## src/rtl/stream_mux_rr_if.sv

```systemverilog
// ---------------------------------------------------------------------------
// stream_mux_rr_if
// Bundle of the handshake and data signals around stream_mux_rr.
//   in_data   N*W  channel i occupies bits [i*W +: W]
//   in_valid  N    channel i offers a word
//   in_ready  N    channel i word consumed this cycle (one-hot or zero)
//   mode      1    0 = round-robin, 1 = fixed select
//   sel       SEL_W channel used when mode=1
//   out_data  W    registered output word
//   out_valid 1    out_data holds a word
//   out_ready 1    consumer accepts out_data this cycle
//   out_sel   SEL_W channel index out_data came from
// master: producers/consumer side (drives inputs of the mux)
// slave : the multiplexer itself
// ---------------------------------------------------------------------------
interface stream_mux_rr_if #(
  parameter int N = 4,
  parameter int W = 8
);
  localparam int SEL_W = $clog2(N);

  logic [N*W-1:0]   in_data;
  logic [N-1:0]     in_valid;
  logic [N-1:0]     in_ready;
  logic             mode;
  logic [SEL_W-1:0] sel;
  logic [W-1:0]     out_data;
  logic             out_valid;
  logic             out_ready;
  logic [SEL_W-1:0] out_sel;

  modport master (
    output in_data, in_valid, mode, sel, out_ready,
    input  in_ready, out_data, out_valid, out_sel
  );

  modport slave (
    input  in_data, in_valid, mode, sel, out_ready,
    output in_ready, out_data, out_valid, out_sel
  );
endinterface

```

## src/rtl/stream_mux_rr.sv

```systemverilog
// ---------------------------------------------------------------------------
// stream_mux_rr
// N-input, W-bit registered stream multiplexer with round-robin or
// fixed-select arbitration. One output register stage: a word accepted on
// an edge is visible on out_data/out_valid right after that edge, and a
// drained slot can be refilled on the same edge (one word per cycle).
// Ports:
//   clk    rising-edge clock
//   reset  asynchronous, active-high reset (clears the output slot and
//          the round-robin pointer, forces in_ready low while asserted)
//   bus    stream_mux_rr_if.slave: in_data/in_valid/in_ready, mode, sel,
//          out_data/out_valid/out_ready, out_sel
// ---------------------------------------------------------------------------
module stream_mux_rr #(
  parameter int N = 4,
  parameter int W = 8
) (
  input  logic             clk,
  input  logic             reset,
  stream_mux_rr_if.slave   bus
);

  localparam int SEL_W = $clog2(N);

  // Wrapping add on channel indices; correct for non-power-of-2 N because
  // base < N and offset < N, so a single subtract suffices.
  function automatic logic [SEL_W-1:0] rr_index(
    input logic [SEL_W-1:0] base,
    input int               offset
  );
    int sum;
    sum = int'(base) + offset;
    return (sum >= N) ? SEL_W'(sum - N) : SEL_W'(sum);
  endfunction

  // Registered state
  logic [W-1:0]     out_data_r;
  logic             out_valid_r;
  logic [SEL_W-1:0] out_sel_r;
  logic [SEL_W-1:0] ptr_r;

  // Combinational arbitration
  logic             rr_found_s;
  logic [SEL_W-1:0] rr_idx_s;
  logic             fix_found_s;
  logic             grant_found_s;
  logic [SEL_W-1:0] grant_idx_s;
  logic [W-1:0]     grant_data_s;
  logic [SEL_W-1:0] ptr_next_s;
  logic             load_s;
  logic             xfer_s;
  logic [N-1:0]     in_ready_s;

  // Round-robin search: first valid channel at or after ptr, wrapping.
  always_comb begin
    rr_found_s = 1'b0;
    rr_idx_s   = '0;
    for (int k = 0; k < N; k++) begin
      if (!rr_found_s && bus.in_valid[rr_index(ptr_r, k)]) begin
        rr_found_s = 1'b1;
        rr_idx_s   = rr_index(ptr_r, k);
      end else begin
        // first hit already taken or channel idle: keep scanning
      end
    end
  end

  // Fixed select: an out-of-range sel can never grant.
  always_comb begin
    fix_found_s = 1'b0;
    if (int'(bus.sel) < N) begin
      fix_found_s = bus.in_valid[bus.sel];
    end else begin
      fix_found_s = 1'b0;
    end
  end

  // Mode selects which arbiter result is used this cycle.
  always_comb begin
    grant_found_s = 1'b0;
    grant_idx_s   = '0;
    case (bus.mode)
      1'b0: begin
        grant_found_s = rr_found_s;
        grant_idx_s   = rr_idx_s;
      end
      1'b1: begin
        grant_found_s = fix_found_s;
        grant_idx_s   = bus.sel;
      end
      default: begin
        grant_found_s = 1'b0;
        grant_idx_s   = '0;
      end
    endcase
  end

  // Data path select of the granted channel's word.
  always_comb begin
    grant_data_s = '0;
    for (int i = 0; i < N; i++) begin
      if (grant_idx_s == SEL_W'(i)) begin
        grant_data_s = bus.in_data[i*W +: W];
      end else begin
        // not the granted channel
      end
    end
  end

  // Slot is loadable when empty or being drained this cycle; a transfer
  // needs a grant and is blocked while reset is held.
  always_comb begin
    load_s = ~out_valid_r | bus.out_ready;
    xfer_s = load_s & grant_found_s & ~reset;
  end

  // One-hot ready to the granted channel only, zero otherwise.
  always_comb begin
    in_ready_s = '0;
    if (xfer_s) begin
      in_ready_s[grant_idx_s] = 1'b1;
    end else begin
      in_ready_s = '0;
    end
  end

  // Pointer advances past the granted channel, wrapping N-1 -> 0.
  always_comb begin
    ptr_next_s = '0;
    if (grant_idx_s == SEL_W'(N - 1)) begin
      ptr_next_s = '0;
    end else begin
      ptr_next_s = grant_idx_s + SEL_W'(1);
    end
  end

  // Output slot register: load on transfer, empty on drain, else hold.
  always_ff @(posedge clk or posedge reset) begin
    if (reset) begin
      out_data_r  <= '0;
      out_valid_r <= 1'b0;
      out_sel_r   <= '0;
    end else if (xfer_s) begin
      out_data_r  <= grant_data_s;
      out_valid_r <= 1'b1;
      out_sel_r   <= grant_idx_s;
    end else if (load_s) begin
      // drained (or already empty) with nothing to refill; data/sel hold
      out_valid_r <= 1'b0;
    end else begin
      out_valid_r <= out_valid_r;
    end
  end

  // Round-robin pointer: only round-robin transfers move it, so fixed
  // mode leaves it where round-robin will resume.
  always_ff @(posedge clk or posedge reset) begin
    if (reset) begin
      ptr_r <= '0;
    end else if (xfer_s && (bus.mode == 1'b0)) begin
      ptr_r <= ptr_next_s;
    end else begin
      ptr_r <= ptr_r;
    end
  end

  assign bus.in_ready  = in_ready_s;
  assign bus.out_data  = out_data_r;
  assign bus.out_valid = out_valid_r;
  assign bus.out_sel   = out_sel_r;

endmodule

```

## src/flat_wrapper.sv

```systemverilog
// flat-port wrapper written by rule: the top's interface ports become plain ports
module stream_mux_rr_flat 
#(
  parameter int N = 4,
  parameter int W = 8
)
  (clk, reset, bus_in_data, bus_in_valid, bus_mode, bus_sel, bus_out_ready, bus_in_ready, bus_out_data, bus_out_valid, bus_out_sel);
  stream_mux_rr_if #(.N(N), .W(W)) bus_i ();
  input  logic clk;
  input  logic reset;
  input wire logic [$bits(bus_i.in_data)-1:0] bus_in_data;
  input wire logic [$bits(bus_i.in_valid)-1:0] bus_in_valid;
  input wire logic [$bits(bus_i.mode)-1:0] bus_mode;
  input wire logic [$bits(bus_i.sel)-1:0] bus_sel;
  input wire logic [$bits(bus_i.out_ready)-1:0] bus_out_ready;
  output wire logic [$bits(bus_i.in_ready)-1:0] bus_in_ready;
  output wire logic [$bits(bus_i.out_data)-1:0] bus_out_data;
  output wire logic [$bits(bus_i.out_valid)-1:0] bus_out_valid;
  output wire logic [$bits(bus_i.out_sel)-1:0] bus_out_sel;
  assign bus_i.in_data = bus_in_data;
  assign bus_i.in_valid = bus_in_valid;
  assign bus_i.mode = bus_mode;
  assign bus_i.sel = bus_sel;
  assign bus_i.out_ready = bus_out_ready;
  assign bus_in_ready = bus_i.in_ready;
  assign bus_out_data = bus_i.out_data;
  assign bus_out_valid = bus_i.out_valid;
  assign bus_out_sel = bus_i.out_sel;
  stream_mux_rr #(.N(N), .W(W)) u_core (.clk(clk), .reset(reset), .bus(bus_i));
endmodule
```

## config.mk

```make
export PLATFORM = sky130hd
export DESIGN_NAME = stream_mux_rr_flat
export DESIGN_NICKNAME = d
export VERILOG_FILES = /design/src/rtl/stream_mux_rr_if.sv /design/src/rtl/stream_mux_rr.sv /design/src/flat_wrapper.sv
export SDC_FILE = /design/constraint.sdc
export NUM_CORES = 1
export LEC_CHECK = 0
export ABC_AREA = 1
export BUFFER_PORTS_ARGS = -buffer_cell sky130_fd_sc_hd__buf_2
export CAP_MARGIN = 20
export CORE_AREA = 2 2 52 66
export CTS_CLUSTER_DIAMETER = 200
export DETAILED_ROUTE_END_ITERATION = 8
export DIE_AREA = 0 0 54 68
export GPL_TIMING_DRIVEN = 0
export PLACE_DENSITY = 0.69
export SYNTH_ARGS = -nofsm -noshare
export SYNTH_HDL_FRONTEND = slang
export SYNTH_SLANG_ARGS = --single-unit
```

## constraint.sdc

```tcl
create_clock -name clk -period 3.37 [get_ports clk]
set_clock_uncertainty 0.05 [all_clocks]
set_input_delay 0 -clock clk [delete_from_list [all_inputs] [get_ports clk]]
set_output_delay 0 -clock clk [all_outputs]
set_load 0.05 [all_outputs]
```

==> results of run 1 <==
## cell usage in the layout (no fill, tap or decap), drive strengths merged
cell type	instances
buf	59
ha	4
o21ai	18
nor2b	1
nor2	10
nand2	97
clkbuf	8
o211ai	1
a21oi	10
inv	23
nand3	13
dlygate4sd3	2
dfrtp	13
## through the flow
| stage | hold WS, ps | area (um2) |
|---|---|---|
| 2_1_floorplan | -165 | 1180 |
| 3_3_place_gp | -7.90 | 1510 |
| 3_5_place_dp | -2.14 | 1510 |
| 4_1_cts | 21.6 | 1580 |
| 5_1_grt | 44.5 | 1580 |
| 6_report | 25.8 | 1580 |
## final cells by class
type                    count  area (um2)  area share
multi-input cells         154         718       0.455
repair buffers             58         300       0.190
inverters                  23        93.8      0.0595
clock buffers               4        45.0      0.0285
plain buffers               7        48.8      0.0309
flip-flops and latches     13         325       0.206
well taps                  37        46.3      0.0293
## flip-flops by register name, indices dropped and copies added (netlist names)
name and count:
u_core.bus.out_data 8, u_core.bus.out_sel 2, u_core.bus.out_valid 1, u_core.ptr_r 2
## power groups by stage
stage	logic (mW)	registers (mW)	clock network, mW
floorplan	0.647	0.456	0
global placement	1.04	0.269	0
detailed placement	1.05	0.269	0
CTS	1.06	0.267	0.137
global route	1.21	0.274	0.145
finish	1.05	0.267	0.132
## final timing paths
check,depth (start not counted),slack [ps],endpoint
max,20,480,u_core.bus.out_data[2]
min,5,30,u_core.bus.out_data[6]
max reg2reg,20,480,u_core.bus.out_data[2]
min reg2reg,2,420,u_core.bus.out_data[7]
max in group asynchronous,3,2630,u_core.bus.out_sel[1]
min in group asynchronous,3,300,u_core.bus.out_data[4]
## cell families after synthesis
kind of cell | Yosys count
DFF | 13
and+or+nand+nor | 121
buffers and inverters | 30
AOI/OAI and AO/OA | 29
adders and majority gates | 4
## timing repair
action	CTS	global route
setup endpoints to repair	0	5
hold buffers	2	0
hold endpoints to repair	14	0
resized for setup	0	1
## worst register-to-register path: cells and delay by family, from the launching register on
| family | cells | cell delay, ps |
|---|---|---|
| and+or+nand+nor | 13 | 1440 |
| adders and majority gates | 1 | 200 |
| buffers and inverters | 4 | 510 |
| AOI/OAI and AO/OA | 2 | 260 |
| DFF | 1 | 370 |
## routing by layer
layer / part of all wire / GRT usage
met4: 0.011 / 0.0656
met2: 0.52 / 0.306
met5: 0 / 0
met1: 0.43 / 0.221
met3: 0.044 / 0.0153
==> impl_metrics.py, run 1 <==
metrics = {
    "die": {
        "ioPinCount": 57,
        "die_h_um": 68,
        "fp.dieW_um": 54,
        "start_util": 0.381,
        "dieArea_um2": 3670,
        "rows": 23,
        "core_um2": 3110,
    },
    "logic_synthesis": {
        "yosysSeqAreaShare": 0.275,
        "synthAdderAreaFrac": 0.0423,
        "synth_edf_count": 0,
        "synth-seq-cells": 13,
        "syn_inst": 197,
        "synth_top_family_by_area": "simple AND/OR/NAND/NOR gates",
        "synth_mux_area_frac": 0,
        "synth-simple-area-share": 0.438,
        "synth-xor-area-share": 0,
        "synthTopCellsByArea": "nand2_1, dfrtp_1, o21ai_0, inv_1, nand3_1",
        "syn_area_per_cell_um2": 6.01,
        "syn_area_um2": 1180,
        "ys.flop_type": "dfrtp_1",
        "yosys_warnings": 0,
        "synth_common_cells": "nand2_1, inv_1, o21ai_0",
        "synth_compound_area_frac": 0.125,
        "netlist.top_cell.by_area": "nand2_1",
        "synth_top_area_frac": 0.279,
        "async_reset_ff_frac": 1.00,
        "synthDistinctLibCells": 19,
        "synth.most_common_cell": "nand2_1",
        "syn_nets": 243,
    },
    "global_route": {
        "grt_max_degree": 15,
        "antenna_found_initial": 0,
        "grt_use_total": 0.176,
        "grt_pass1_wl_um": 4910,
        "first_global_vias": 1226,
        "grt.overflow.total": 0,
    },
    "final_layout": {
        "nFillCells": 349,
        "syn_to_final_growth_pct": 33.3,
        "antenna_cells": 0,
        "fin_cells": 296,
        "drive_above_1_share": 0.301,
        "nets": 306,
        "fin_util": 0.508,
    },
    "cts": {
        "cts_buffer_depth": 2,
        "numCtsBuffers": 3,
        "clk_pin_slew_ps": 50,
        "clk_latency_ps": 230,
        "cts_setup_buffers": 0,
        "cts_tree": "done",
        "cts_sinks": 13,
        "cts_root_buf": "clkbuf_8",
        "htree_levels": 1,
    },
    "sta": {
        "rsz0062_at_grt": "false",
        "max_freq_mhz": 346,
        "hold_viol": 0,
        "period_share": 0.857,
        "tightestPinTransition_ps": 499,
        "fin_crit_ps": 2890,
        "relSlewSlack": 0.667,
        "setup_violations": 0,
        "layout_setup_ws_ps": 482,
        "tns_ps": 0,
        "drv_slew": 0,
    },
    "worst_setup_path": {
        "crit_top_cell": "nand2_1",
        "startpoint": "u_core.ptr_r[0]",
        "start_kind": "register",
        "critPathKind": "reg2reg",
        "critPathTopFamily": "simple AND/OR/NAND/NOR gates",
        "arrival_ps": 3010,
        "end_kind": "register",
        "required_ps": 3500,
        "path_cells": "buf_6 -> inv_6 -> nand2_1 -> nand3_1 -> nand2_2 -> nor2_4 -> nand2_2 -> nor2_4 -> nor2_1 -> nand2_1 -> inv_1 -> ha_1 -> clkbuf_1 -> nor2_2 -> nand2_1 -> nand2_1 -> o21ai_0 -> o21ai_0 -> nand2_1 -> nand2_1",
        "cp_slowest_cell": "dfrtp_1",
        "slowest_delay_ps": 370,
        "r2r_start": "u_core.ptr_r[0]",
        "cp_num_buf_inv": 4,
        "critPathMaxFanout": 10,
    },
    "power_and_ir_drop": {
        "intPower_uw": 627,
        "pwr-share-comb": 0.724,
        "finalPower_mw": 1.45,
        "p_per_area_nw_per_um2": 918,
        "leakage_nw": 0.947,
        "seqPwrFrac": 0.185,
        "swShare": 0.567,
        "vdd_drop_max_mv": 0.484,
        "netSwitchingPower_uw": 822,
        "p_clk_frac": 0.091,
    },
    "placement": {
        "dp_cells": 290,
        "place_ws_ps": 359,
        "post-dp-hpwl_um": 2420,
        "io_buffers": 56,
        "gp_congestion": 0.740,
    },
    "detailed_routing": {
        "drt_first_iter_violations": 23,
        "wire_per_inst_um": 9.83,
        "drtPass1Iterations": 4,
        "drc": 0,
        "ant_nets": 0,
        "via_count": 1351,
        "viasPerCell": 4.56,
        "routed_wl_um": 2910,
    },
    "worst_hold_path": {
        "worstHoldStart": "bus_in_data[30]",
        "min_path_type": "in2reg",
    },
    "run_status": {
        "status": "finished, final reports clean",
    },
    "run": {
        "maxCapViolations": 0,
    },
}
(Power assumes the default switching activity.)
==> inputs of run 2 (changes only) <==
Settings changed: CELL_PAD_IN_SITES_DETAIL_PLACEMENT set to 1, CELL_PAD_IN_SITES_GLOBAL_PLACEMENT set to 2, CORE_AREA 2 2 52 66 to 2 2 69 88, DIE_AREA 0 0 54 68 to 0 0 71 90, PLACE_DENSITY 0.69 to not set, PLACE_DENSITY_LB_ADDON set to 0.1.
==> run 2 against run 1 <==
Register-to-register slack got worse by 40 ps. Die area increased by 74%. Global-route usage decreased by 4.6 points. Core utilization decreased by 22 points. Largest cell class unchanged. Highest routed layer is now met3. Routed wire length increased by 34%. Critical path depth unchanged. Via count increased by 3.3%. Final cell count increased by 9.8%. Worst hold slack improved by 9.1 ps. First-iteration DRC count increased by 43%. Non-clock buffer count unchanged.
==> impl_metrics.py, run 2 (same netlist as run 1, synthesis figures left out) <==
metrics = {
    "worst_setup_path": {
        "regToRegSetupSlack_ps": 440,
        "arrival_ps": 3060,
        "rr_endpoint": "u_core.bus.out_data[7]",
        "cp_slowest_cell": "dfrtp_1",
        "slowest_delay_ps": 370,
        "critPathKind": "reg2reg",
        "r2r_start": "u_core.ptr_r[0]",
        "required_ps": 3500,
        "critPathMaxFanout": 10,
        "cp_num_buf_inv": 4,
        "critPathTopFamily": "simple AND/OR/NAND/NOR gates",
        "ff2ff_path_depth": 20,
        "crit_top_cell": "nand2_1",
        "start_kind": "register",
        "path_cells": "buf_6 -> inv_6 -> nand2_1 -> nand3_1 -> nand2_2 -> nor2_4 -> nand2_2 -> nor2_4 -> nor2_1 -> nand2_1 -> inv_1 -> ha_1 -> clkbuf_1 -> nor2_4 -> nand2_1 -> nand2_1 -> o21ai_0 -> o21ai_0 -> nand2_1 -> nand2_1",
        "end_kind": "register",
    },
    "die": {
        "rows": 31,
        "start_util": 0.210,
        "fp.dieW_um": 71,
        "die_h_um": 90,
        "dieArea_um2": 6390,
        "ioPinCount": 57,
        "core_um2": 5620,
    },
    "final_layout": {
        "syn_to_final_growth_pct": 36.9,
        "antenna_cells": 0,
        "final_cell_mix": "nand2_1, buf_2, inv_1",
        "largest_reg_flops": 8,
        "fin_cells": 325,
        "final_common_cell": "nand2_1",
        "drive_above_1_share": 0.305,
        "nets": 306,
    },
    "global_route": {
        "antenna_found_initial": 0,
        "grt_max_degree": 15,
        "grt_use_total": 0.130,
        "grt.overflow.total": 0,
        "grt_pass1_wl_um": 6800,
        "first_global_vias": 1541,
    },
    "sta": {
        "drv_slew": 0,
        "tns_ps": 0,
        "tightestPinTransition_ps": 553,
        "max_freq_mhz": 341,
        "setup_violations": 0,
        "relSlewSlack": 0.631,
        "hold_viol": 0,
        "fin_crit_ps": 2930,
        "period_share": 0.869,
        "rsz0062_at_grt": "false",
    },
    "worst_hold_path": {
        "whs_endpoint": "u_core.bus.out_data[1]",
        "min_path_type": "in2reg",
        "hold_path_depth": 5,
        "worstHoldStart": "bus_in_data[25]",
    },
    "cts": {
        "htree_levels": 1,
        "cts_tree": "done",
        "clk_latency_ps": 240,
        "cts_root_buf": "clkbuf_8",
        "cts_sinks": 13,
        "cts_setup_buffers": 0,
        "numCtsBuffers": 3,
        "clk_pin_slew_ps": 60,
        "cts_buffer_depth": 2,
    },
    "power_and_ir_drop": {
        "p_per_area_nw_per_um2": 933,
        "vdd_drop_max_mv": 0.346,
        "leakage_nw": 0.951,
        "finalPower_mw": 1.51,
    },
    "placement": {
        "gp_congestion": 0.779,
        "dp_cells": 319,
        "io_buffers": 56,
        "post-dp-hpwl_um": 3330,
    },
    "run_status": {
        "status": "finished, final reports clean",
    },
    "detailed_routing": {
        "drtPass1Iterations": 4,
        "wire_per_inst_um": 12.0,
        "drc": 0,
        "via_count": 1396,
        "ant_nets": 0,
        "drt_first_iter_violations": 33,
        "viasPerCell": 4.30,
        "routed_wl_um": 3910,
    },
    "run": {
        "maxCapViolations": 0,
    },
}
run 2: cell counts in the layout (fill, tap and decap cells not counted):
No cell type changed its count.
run 2: layout make-up:
type | instances | area, um2
Fill cell | 741 | 4000
Tap cell | 66 | 82.6
Timing Repair Buffer | 58 | 300
Clock buffer | 4 | 45.0
Multi-Input combinational cell | 154 | 723
Inverter | 23 | 93.8
Buffer | 7 | 50.0
Sequential cell | 13 | 325
run 2: worst max-delay path by stage:
stage                     cells after the start  slack [ps]                      to       startpoint
after floorplan                              17         710         bus_in_ready[3]  u_core.ptr_r[0]
after global placement                       20         110  u_core.bus.out_data[2]  u_core.ptr_r[0]
after detailed placement                     20         150  u_core.bus.out_data[2]  u_core.ptr_r[0]
after CTS                                    20         130  u_core.bus.out_data[2]  u_core.ptr_r[0]
after global routing                         20          30  u_core.bus.out_data[7]  u_core.ptr_r[0]
final                                        20         440  u_core.bus.out_data[7]  u_core.ptr_r[0]
run 2: tightest hold or removal path: cells and delay by family:
| family | cells | cell delay, ps |
|---|---|---|
| compound gates | 1 | 70 |
| simple gates | 3 | 140 |
| buf+inv | 1 | 70 |
run 2: per-stage QoR:
stage	worst slack [ps]	utilization	hold slack, ps	instance area [um2]
6_report	441	0.288	34.8	1620
5_1_grt	33.1	0.288	73.4	1620
4_1_cts	131	0.287	38.1	1610
3_5_place_dp	150	0.275	32.9	1550
3_3_place_gp	114	0.275	24.1	1550
2_1_floorplan	708	-	-165	1180
run 2: repair_timing:
action	CTS	global route
endpoints found under the setup margin	0	9
hold buffers	2	0
resized for setup	0	4
hold endpoints to repair	14	0
run 2: power by group:
| part | leakage [nW] | total, mW | switching, mW | internal [mW] |
|---|---|---|---|---|
| Combinational | 0.764 | 1.11 | 0.783 | 0.324 |
| Sequential | 0.164 | 0.265 | 0.0419 | 0.223 |
| Clock | 0.0228 | 0.139 | 0.0558 | 0.0834 |
| Total | 0.951 | 1.51 | 0.881 | 0.631 |
run 2: per-layer routing:
metal,GRT usage,share of wire,vias up
li1,-,-,734
met1,0.134,0.39,633
met2,0.265,0.56,29
met3,0.0291,0.050,0
met4,0.0142,0,0
met5,0,0,-
==> inputs of run 3 (changes only) <==
==> constraint.sdc (replaced) <==
create_clock -name clk -period 3.37 [get_ports clk]
set_clock_uncertainty 0.05 [all_clocks]
set_input_delay 0.337 -clock clk [delete_from_list [all_inputs] [get_ports clk]]
set_output_delay 0.337 -clock clk [all_outputs]
set_load 0.05 [all_outputs]
==> run 3 against run 2 <==
Flip-flop and latch count is the same. Sequential power about the same. First-iteration DRC count down 27%. Global-route usage is 0.14 points lower. Count of clock-buffer cells in the layout stayed put. Worst setup slack got worse by 92 ps. Total power about the same. Final cell count down 1.5%. Register-to-register slack gained 110 ps.
==> impl_metrics.py, run 3 (same netlist as run 1, synthesis figures left out) <==
metrics = {
    "global_route": {
        "grt_pass1_wl_um": 6730,
        "first_global_vias": 1529,
        "antenna_found_initial": 0,
        "grt_use_total": 0.129,
        "grt_max_degree": 15,
        "grt.overflow.total": 0,
    },
    "final_layout": {
        "fin_util": 0.283,
        "nets": 301,
        "drive_above_1_share": 0.315,
        "antenna_cells": 0,
        "final_cell_mix": "nand2_1, buf_2, inv_1",
        "syn_to_final_growth_pct": 34.7,
        "largest_reg_flops": 8,
        "final_common_cell": "nand2_1",
    },
    "sta": {
        "max_freq_mhz": 331,
        "rsz0062_at_grt": "false",
        "period_share": 0.896,
        "drv_slew": 0,
        "tns_ps": 0,
        "hold_viol": 0,
        "tightestPinTransition_ps": 555,
        "fin_crit_ps": 3020,
        "relSlewSlack": 0.630,
        "setup_violations": 0,
        "hold_ws_ps": 91.6,
    },
    "detailed_routing": {
        "via_count": 1386,
        "drc": 0,
        "routed_wl_um": 3900,
        "viasPerCell": 4.33,
        "ant_nets": 0,
        "drt_first_iter_violations": 24,
        "wire_per_inst_um": 12.2,
        "drtPass1Iterations": 4,
    },
    "die": {
        "rows": 31,
        "die_h_um": 90,
        "core_um2": 5620,
        "start_util": 0.210,
        "dieArea_um2": 6390,
        "fp.dieW_um": 71,
        "ioPinCount": 57,
    },
    "power_and_ir_drop": {
        "leakage_nw": 0.937,
        "swShare": 0.580,
        "seqPwrFrac": 0.176,
        "vdd_drop_max_mv": 0.346,
        "finalPower_mw": 1.51,
        "netSwitchingPower_uw": 877,
        "p_per_area_nw_per_um2": 948,
        "pwr-share-comb": 0.732,
        "p_clk_frac": 0.092,
        "intPower_uw": 635,
    },
    "cts": {
        "cts_sinks": 13,
        "cts_hold_buf": 0,
        "clk_pin_slew_ps": 60,
        "cts_root_buf": "clkbuf_8",
        "numCtsBuffers": 3,
        "cts_buffer_depth": 2,
        "cts_resized": 1,
        "clk_latency_ps": 240,
        "cts_setup_buffers": 0,
        "htree_levels": 1,
        "cts_tree": "done",
    },
    "worst_setup_path": {
        "ff2ff_path_depth": 19,
        "start_kind": "register",
        "critPathKind": "reg2out",
        "end_kind": "output port",
        "arrival_ps": 2630,
        "required_ps": 2980,
        "critPathMaxFanout": 9,
    },
    "worst_hold_path": {
        "min_path_type": "in2async",
    },
    "run": {
        "maxCapViolations": 0,
    },
    "placement": {
        "gp_congestion": 0.779,
        "post-dp-hpwl_um": 3330,
        "io_buffers": 56,
    },
    "run_status": {
        "status": "finished, final reports clean",
    },
}
[run 3: worst paths after layout]
kind                                     endpoint  slack (ps)                   start
setup / recovery                  bus_in_ready[2]         350         u_core.ptr_r[0]
hold reg to reg            u_core.bus.out_data[7]         420  u_core.bus.out_data[7]
hold / removal              u_core.bus.out_sel[0]          90                   reset
min in group clk             u_core.bus.out_valid         310           bus_out_ready
max in group asynchronous  u_core.bus.out_data[4]        2810                   reset
setup reg to reg           u_core.bus.out_data[7]         550         u_core.ptr_r[0]
[run 3: worst max-delay path, stage by stage (launching register included)]
cell and delay, ps:
dfrtp_1 370, buf_6 140, inv_6 70, nand2_1 70, nand3_1 110, nand2_2 90, nor2_4 160, nand2_2 80
nor2_4 120, nor2_1 70, nand2_1 150, ha_1 370, inv_1 200, nor2_1 130, buf_2 260
[run 3: area by class of cell]
cell class / instances / area (um2)
buffer: 4 / 38.8
clock buffer: 4 / 45.0
fill: 745 / 4030
inverter: 23 / 93.8
multi-input combinational: 154 / 726
sequential: 13 / 325
tap: 66 / 82.6
timing repair buffer: 56 / 283
[run 3: per-stage QoR]
stage,area [um2],setup slack (ps),instances
2_1_floorplan,1180,371,197
3_3_place_gp,1550,114,319
3_5_place_dp,1550,150,319
4_1_cts,1590,79.3,323
5_1_grt,1590,18.0,320
6_report,1590,349,320
[run 3: per-layer routing]
layer	vias up	global-route usage	routed length, um
li1	723	-	-
met1	634	0.133	1510
met2	29	0.261	2190
met3	0	0.0291	199
met4	0	0.0142	0
met5	-	0	0
[run 3: power groups by stage]
| stage | sequential [mW] | clock [mW] | combinational [mW] |
|---|---|---|---|
| 3_5_place_dp | 0.269 | 0 | 1.13 |
| 3_3_place_gp | 0.269 | 0 | 1.12 |
| 2_1_floorplan | 0.456 | 0 | 0.647 |
| 4_1_cts | 0.267 | 0.145 | 1.13 |
| 5_1_grt | 0.277 | 0.152 | 1.26 |
| 6_report | 0.266 | 0.139 | 1.11 |
